File: config.mk
export PLATFORM = sky130hd
export DESIGN_NAME = lifo_stack
export DESIGN_NICKNAME = d
export VERILOG_FILES = /design/src/rtl/lifo_stack_pkg.sv /design/src/rtl/stack_mem.sv /design/src/rtl/lifo_stack.sv
export SDC_FILE = /design/constraint.sdc
export NUM_CORES = 1
export LEC_CHECK = 0
export BUFFER_PORTS_ARGS = -buffer_cell sky130_fd_sc_hd__buf_2
export CAP_MARGIN = 5
export CORE_MARGIN = 5
export CORE_UTILIZATION = 50
export CTS_CLUSTER_DIAMETER = 30
export DETAILED_ROUTE_END_ITERATION = 16
export GPL_ROUTABILITY_DRIVEN = 0
export GPL_TIMING_DRIVEN = 0
export PLACE_DENSITY = 0.66
export SYNTH_ARGS = -nofsm -noshare
export SYNTH_HDL_FRONTEND = slang
export SYNTH_SLANG_ARGS = --single-unit
File: constraint.sdc
create_clock -name clk -period 5.2 [get_ports clk]
set_input_delay 1.3 -clock clk [delete_from_list [all_inputs] [get_ports clk]]
set_output_delay 1.3 -clock clk [all_outputs]
set_load 0.03 [all_outputs]
File: src/rtl/lifo_stack_pkg.sv
// Shared constants and operation decode for the CPU data and return-address stacks.
package lifo_stack_pkg;

    localparam int unsigned DATA_WIDTH       = 8;
    localparam int unsigned PC_WIDTH         = 11;
    localparam int unsigned DATA_STACK_DEPTH = 16;
    localparam int unsigned PC_STACK_DEPTH   = 16;

    typedef enum logic [1:0] {
        OpIdle,
        OpPush,
        OpPop,
        OpReplace
    } stack_op_e;

    function automatic stack_op_e decode_op(input logic push, input logic pop);
        stack_op_e op;
        case ({push, pop})
            2'b10:   op = OpPush;
            2'b01:   op = OpPop;
            2'b11:   op = OpReplace;
            default: op = OpIdle;
        endcase
        return op;
    endfunction

endpackage

File: src/rtl/stack_mem.sv
// Register-array storage with one write port and one asynchronous read port.
module stack_mem #(
    parameter int unsigned WIDTH = 8,
    parameter int unsigned DEPTH = 16,
    localparam int unsigned AW   = $clog2(DEPTH)
) (
    input  logic             clk,
    input  logic             we,
    input  logic [AW-1:0]    waddr,
    input  logic [WIDTH-1:0] wdata,
    input  logic [AW-1:0]    raddr,
    output logic [WIDTH-1:0] rdata
);

    logic [WIDTH-1:0] mem [DEPTH];

    // Contents are deliberately not reset; the pointer logic masks stale entries.
    always_ff @(posedge clk) begin
        if (we) begin
            mem[waddr] <= wdata;
        end
    end

    assign rdata = mem[raddr];

endmodule

File: src/rtl/lifo_stack.sv
// Synchronous LIFO with combinational top-of-stack and sticky overflow/underflow flags.
module lifo_stack
    import lifo_stack_pkg::*;
#(
    parameter int unsigned WIDTH  = 8,
    parameter int unsigned DEPTH  = 16,
    localparam int unsigned PTR_W = $clog2(DEPTH)
) (
    input  logic             clk,
    input  logic             rst_n,
    input  logic             push_enable,
    input  logic [WIDTH-1:0] push_data,
    input  logic             pop_enable,
    output logic [WIDTH-1:0] pop_data,
    input  logic             clear,
    input  logic             err_clear,
    output logic [PTR_W:0]   count,
    output logic             empty,
    output logic             full,
    output logic             overflow,
    output logic             underflow
);

    localparam logic [PTR_W:0] FULL_COUNT = (PTR_W + 1)'(DEPTH);

    logic [PTR_W:0]   count_q, count_d;
    logic             overflow_q, overflow_d;
    logic             underflow_q, underflow_d;
    logic             is_empty, is_full;
    logic             we;
    logic [PTR_W-1:0] waddr, top_addr;
    logic [WIDTH-1:0] rdata;
    stack_op_e        op;

    assign is_empty = (count_q == '0);
    assign is_full  = (count_q == FULL_COUNT);
    // Wraps to DEPTH-1 when empty; the read is masked in that case.
    assign top_addr = count_q[PTR_W-1:0] - 1'b1;
    assign op       = decode_op(push_enable, pop_enable);

    always_comb begin
        count_d     = count_q;
        overflow_d  = overflow_q & ~err_clear;
        underflow_d = underflow_q & ~err_clear;
        we          = 1'b0;
        waddr       = count_q[PTR_W-1:0];

        if (!clear) begin
            unique case (op)
                OpPush: begin
                    if (is_full) begin
                        overflow_d = 1'b1;
                    end else begin
                        we      = 1'b1;
                        count_d = count_q + 1'b1;
                    end
                end
                OpPop: begin
                    if (is_empty) begin
                        underflow_d = 1'b1;
                    end else begin
                        count_d = count_q - 1'b1;
                    end
                end
                OpReplace: begin
                    we = 1'b1;
                    if (is_empty) begin
                        // Push lands in slot 0; the pop half has nothing to take.
                        count_d     = count_q + 1'b1;
                        underflow_d = 1'b1;
                    end else begin
                        waddr = top_addr;
                    end
                end
                default: ;
            endcase
        end else begin
            count_d = '0;
        end
    end

    always_ff @(posedge clk or negedge rst_n) begin
        if (!rst_n) begin
            count_q     <= '0;
            overflow_q  <= 1'b0;
            underflow_q <= 1'b0;
        end else begin
            count_q     <= count_d;
            overflow_q  <= overflow_d;
            underflow_q <= underflow_d;
        end
    end

    stack_mem #(
        .WIDTH (WIDTH),
        .DEPTH (DEPTH)
    ) u_mem (
        .clk   (clk),
        .we    (we),
        .waddr (waddr),
        .wdata (push_data),
        .raddr (top_addr),
        .rdata (rdata)
    );

    assign pop_data  = is_empty ? '0 : rdata;
    assign count     = count_q;
    assign empty     = is_empty;
    assign full      = is_full;
    assign overflow  = overflow_q;
    assign underflow = underflow_q;

endmodule

# After elaboration in Yosys (flattened, before gate mapping)
# Memory sizes are Yosys's and may differ from the RTL's.
# Cells that the tools add are included.
[totals]
wordCells = 45
output_inout_bits = 17
ramBits = 128
inputBits = 14
memories = 1
regBits = 7
[mem_list]
columns = ["memory", "words", "word_bits", "read_ports", "rd_clocked_by_memory_dff", "wr", "line", "text"]
rows = [
  ["u_mem.mem", 16, 8, 1, 0, 1, "stack_mem.sv:15", "logic [WIDTH-1:0] mem [DEPTH];"],
]
[op_classes]
bitwise_logic = 3
n_reduce_logical = 4
addsub = 3
eq_ne = 10
muxes = 21
[op_table]
columns = ["operator", "count"]
rows = [
  ["$mux W5", 4],
  ["$pmux W5 S3", 1],
  ["$mux W4", 3],
  ["$mux W1", 10],
  ["$ne A3 B3 Y1 const B", 3],
  ["$eq A2 B2 Y1 const B", 4],
  ["$mux W8", 1],
  ["$pmux W2 S3", 1],
  ["$add A5 B1 Y5 const B", 1],
  ["$eq A5 B5 Y1 const B", 1],
  ["$logic_not A5 Y1", 1],
  ["$sub A5 B1 Y5 const B", 1],
  ["$eq A2 B1 Y1 const B", 2],
  ["$reduce_and A4 Y1", 1],
  ["$reduce_bool A4 Y1", 1],
  ["$sub A4 B1 Y4 const B", 1],
  ["$and A1 B1 Y1", 2],
  ["$pmux W1 S2", 1],
  ["$reduce_or A2 Y1", 1],
  ["$not A1 Y1", 1],
]

# Depth between registers and ports, before layout
[logic_depth]
word_depth = 7
mapped_depth = 13
depth_no_buf = 8

# Modules after synthesis
# A second synthesis with hierarchy kept.
[hier_totals]
cells_unflattened = 308
area_unflattened_um2 = 5729.2
[modules_own_cells]
columns = ["module", "seq_area_each_um2", "cells_each", "area_per_inst_um2", "n_inst"]
rows = [
  ["stack_mem", 3843.7, 221, 4987.3, 1],
  ["lifo_stack", 175.2, 87, 742.0, 1],
]

# Worst setup path after synthesis
# OpenSTA, ideal clock, no wires.
[synth_path]
kind = "register -> output"
startpoint = "register count_q[0] (netlist: count[0])"
endpoint = "output port pop_data[3]"
arrival_ns = 3.592
n_path_buf = 6
required_time_ns = 3.900
stages_incl_launch_ff = 12
path_slack_ns = 0.308
cell_sequence = "dfrtp_1 -> buf_4 -> buf_4 -> buf_2 -> clkinv_1 -> ha_1 -> buf_2 -> clkbuf_1 -> buf_1 -> mux4_2 -> mux2i_1 -> o22ai_1"
[synth_between]
elab_chain_len = 3
elab_cells_between_ends = 4
classes_between = "add/sub: 1; mux: 1; reduce/logical: 1; memory: 1"
[synth_rtl]
columns = ["item", "line", "text"]
rows = [
  ["start, declared", "lifo_stack.sv:26", "logic [PTR_W:0] count_q, count_d;"],
  ["start signal, assigned", "lifo_stack.sv:88", "count_q <= count_d;"],
  ["$sub A4 B1 Y4", "lifo_stack.sv:38", "assign top_addr = count_q[PTR_W-1:0] - 1'b1;"],
  ["$mem_v2 Z16 W8", "-", ""],
  ["$mux W8 *", "lifo_stack.sv:106", "assign pop_data = is_empty ? '0 : rdata;"],
  ["end, declared", "lifo_stack.sv:14", "output logic [WIDTH-1:0] pop_data,"],
]
# Every way passes the cells marked *; elsewhere a longest branch is shown, timed or not.

# Worst setup path in the final report
[layout_path]
startpoint = "register count_q[0] (netlist: count[0])"
endpoint = "output port pop_data[2]"
# Same word-level chain as after synthesis.

==> summary.md <==
| Metric | Value |
|---|---|
| Status | `finished clean` |
| Final WS setup | `0.300 ns` |
| Worst R2R Path Depth | `11` |
| Detailed router's first-iteration violation count | `271` |
| Synth Cell Area | `5670 µm²` |
| Worst Setup Start Kind | `flop` |
| Core Rows | `38` |
| CTS tree | `built` |
| Worst path most repeated cell | `buf_6` |
| Min Hold Slack | `0.525 ns` |
| WP data required | `3.90 ns` |
| Core Box Area | `11000 µm²` |
| Fin. Hold Viols | `0` |
| GRT Overall Usage | `19.4%` |
| Final WL | `11800 µm` |
| Clock buffer depth | `2` |
| Slowest CP cell | `mux4_2` |
| Endpoint class of the critical path | `output port` |
| Critical Path AT | `3.60 ns` |
| Synthesized Nets | `345` |
| Nets@finish | `391` |
| Final Max Tran Viols | `0` |
| Unrepaired setup endpoints after global routing | `no` |
| GRT met3 Usage | `4.87%` |
| Share of cells above drive strength 1 | `a little over a quarter` |
| Global route overflow | `0` |
| FF-to-FF End | `u_mem.mem[9][4]$_DFFE_PP_` |
| Fmax | `204 MHz` |
| DR DRC count | `0` |
| Die area | `13600 µm²` |
| Quantity of I/O buffers inserted on ports | `27` |
| Sequential share of the synthesized area | `70.9%` |
| R2r setup slk | `1.05 ns` |
| Setup violators final | `0` |
| # Post-CTS Setup Buffers | `0` |
| P_leak | `2.29 nW` |
| Largest net degree at the start of global routing | `17` |
| Largest fanout on the critical path | `10` |
| Mapped Cells | `325` |
| Worst skew pair latency | `0.42 ns` |
| Max stage delay on crit path | `0.59 ns` |
| Die X | `about 120 µm` |
| #FFs+latches synth | `135` |
| Most instantiated cells after synthesis | `edfxtp_1 (128), mux4_2 (30), nor2_1 (27)` |
| Ys Warns | `0` |
| Clock sink count | `135` |
| Most used DFF post-synth | `edfxtp_1` |
| Final worst path period share | `94.2%` |
| GRT busiest layer | `met2` |
| Pre-CTS setup slack | `-0.719 ns` |
| Via density per instance | `around 5.9` |
| First-pass GRT wire length | `18400 µm` |
| Final HPWL DP | `approximately 7500 µm` |
| Max IR drop VDD | `0.481 mV` |
| Post-synth top area cell | `edfxtp_1` |
| Number of global-route vias before repair | `~3200` |
| CTS root buffer | `clkbuf_16` |
| Synth top area cells | `edfxtp_1 (68%), mux4_2 (12%), dfrtp_1 (3.1%), mux2i_1 (2.1%), nor2_1 (1.8%)` |
| IO Pins | `31` |
| PwrDens | `660 nW/µm²` |
| Count leader, synth | `edfxtp_1` |
| Antenna-violating nets left | `0` |
| Post-layout min period | `4.90 ns` |
| Reg-to-Reg Start | `count[0]$_DFFE_PN0P_` |
| Vias | `just over 3000` |
| Layout area overhead | `17.1%` |
| Slew HR | `29.3%` |
| Worst slew pin tran | `about 1.1 ns` |
| Num CTS Buffers | `17` |
| Hold Path Depth | `1` |
| Avg WL per Cell | `around 23 µm` |
| Hold Path End | `overflow$_DFF_PN0_` |
| Setup CP Type | `flop to output port` |
| Die Span Y | `116 µm` |
| Hold Path Class | `flop to flop` |
| Initial antenna violation count | `0` |
| Met1 Usage GRT | `about a quarter` |
| Htree depth | `4` |
| Synth top area share | `67.8%` |
| Drt pass-1 iters | `4` |
| Worst-path cell chain | `buf_6, buf_6, buf_6, clkinv_2, ha_1, clkbuf_1, xnor2_2, mux4_2, and2_1, buf_2` |
| Ys async rst share | `5.19%` |
| Hold Crit Start | `overflow$_DFF_PN0_` |
| Number of synthesized flops with an enable pin | `128` |
| Synth cell types | `46` |
| Effective utilization at floorplan | `51.6%` |
| Max cap viols | `0` |
| Clock transition at path regs | `around 0.06 ns` |
| GR Util met2 | `29.9%` |
| Ant diodes | `0` |
| Final Skew | `0.00814 ns` |
| Synthesized area per cell | `17.4 µm²` |
[stage by stage]
step                      cells  TNS (ns)  instance area [µm²]  util [%]  power (mW)
after floorplan             325         0                 5670         -        2.64
after global placement      492     -3.90                 5980      54.4        3.11
after detailed placement    492     -4.22                 5980      54.4        3.13
after CTS                   522         0                 6620      60.3        4.39
after global routing        522         0                 6640      60.4        4.61
final                       522         0                 6640      60.4        4.38
[cell families after synthesis]
kind of cell | count (synthesis) | share of synthesized area [%]
XOR/XNOR | 6 | 0.927
AND/OR/NAND/NOR | 82 | 7.19
multiplexers | 42 | 14.0
buffers and inverters | 26 | 2.10
adder cells (fa/ha/maj) | 6 | 1.46
AO/OA/AOI/OAI | 28 | 3.40
flip-flops | 135 | 70.9
[placed cells by master, fill, tap and decap left out, types with 7 or more instances in the layout]
cell type	n
clkbuf_1	7
nor2_1	27
mux2i_1	11
nand2_1	21
clkbuf_16	17
dfrtp_1	7
inv_1	7
buf_2	28
edfxtp_1	128
mux4_2	30
[worst max-delay path by stage]
| stage | startpoint | endpoint | slack (ns) | cells past startpoint |
|---|---|---|---|---|
| floorplan | count[0]$_DFFE_PN0P_ | pop_data[3] | 0.31 | 11 |
| global placement | count[0]$_DFFE_PN0P_ | pop_data[5] | -0.68 | 12 |
| detailed placement | count[0]$_DFFE_PN0P_ | pop_data[5] | -0.72 | 12 |
| CTS | count[0]$_DFFE_PN0P_ | pop_data[6] | 0.03 | 12 |
| global route | count[0]$_DFFE_PN0P_ | pop_data[1] | 0.02 | 12 |
| finish | count[0]$_DFFE_PN0P_ | pop_data[2] | 0.30 | 10 |
[power by group]
| part | internal, mW | switching (mW) | leakage, nW |
|---|---|---|---|
| Clock | 0.795 | 0.434 | 0.296 |
| Sequential | 1.27 | 0.0369 | 1.25 |
| Combinational | 0.730 | 1.12 | 0.743 |
[critical path: cells and delay by family, from the launching register on]
family	cells	cell delay, ns
and+or+nand+nor	1	0.16
muxes	1	0.59
buffers and inverters	6	1.22
DFF	1	0.39
adders and majority gates	1	0.25
xor gates and xnor gates	1	0.57
[flip-flops by register name, summed over array words and instances (netlist names)]
signal     cells
u_mem.mem    128
underflow      1
count          5
overflow       1
[timing repair]
| item | CTS | global route |
|---|---|---|
| resized for setup | 12 | 6 |
| cloned | 0 | 0 |
| setup endpoints to repair | 8 | 6 |
| hold endpoints to repair | 0 | 0 |
| hold buffers | 0 | 0 |
[layer usage]
metal | routed length (µm) | up-vias
met5 | 0 | -
met4 | 252 | 0
met3 | 578 | 25
met2 | 5730 | 94
met1 | 5190 | 1583
li1 | - | 1388
[area by class of cell]
cell class	count	area [µm²]
well taps	140	175
multi-input cells	164	1550
clock inverters	13	181
repair buffers	27	135
clock buffers	17	425
flip-flops and latches	135	4020
plain buffers	18	121
inverters	8	31.3
fillers	810	4340
No activity file was read; power rests on OpenSTA's default activity.
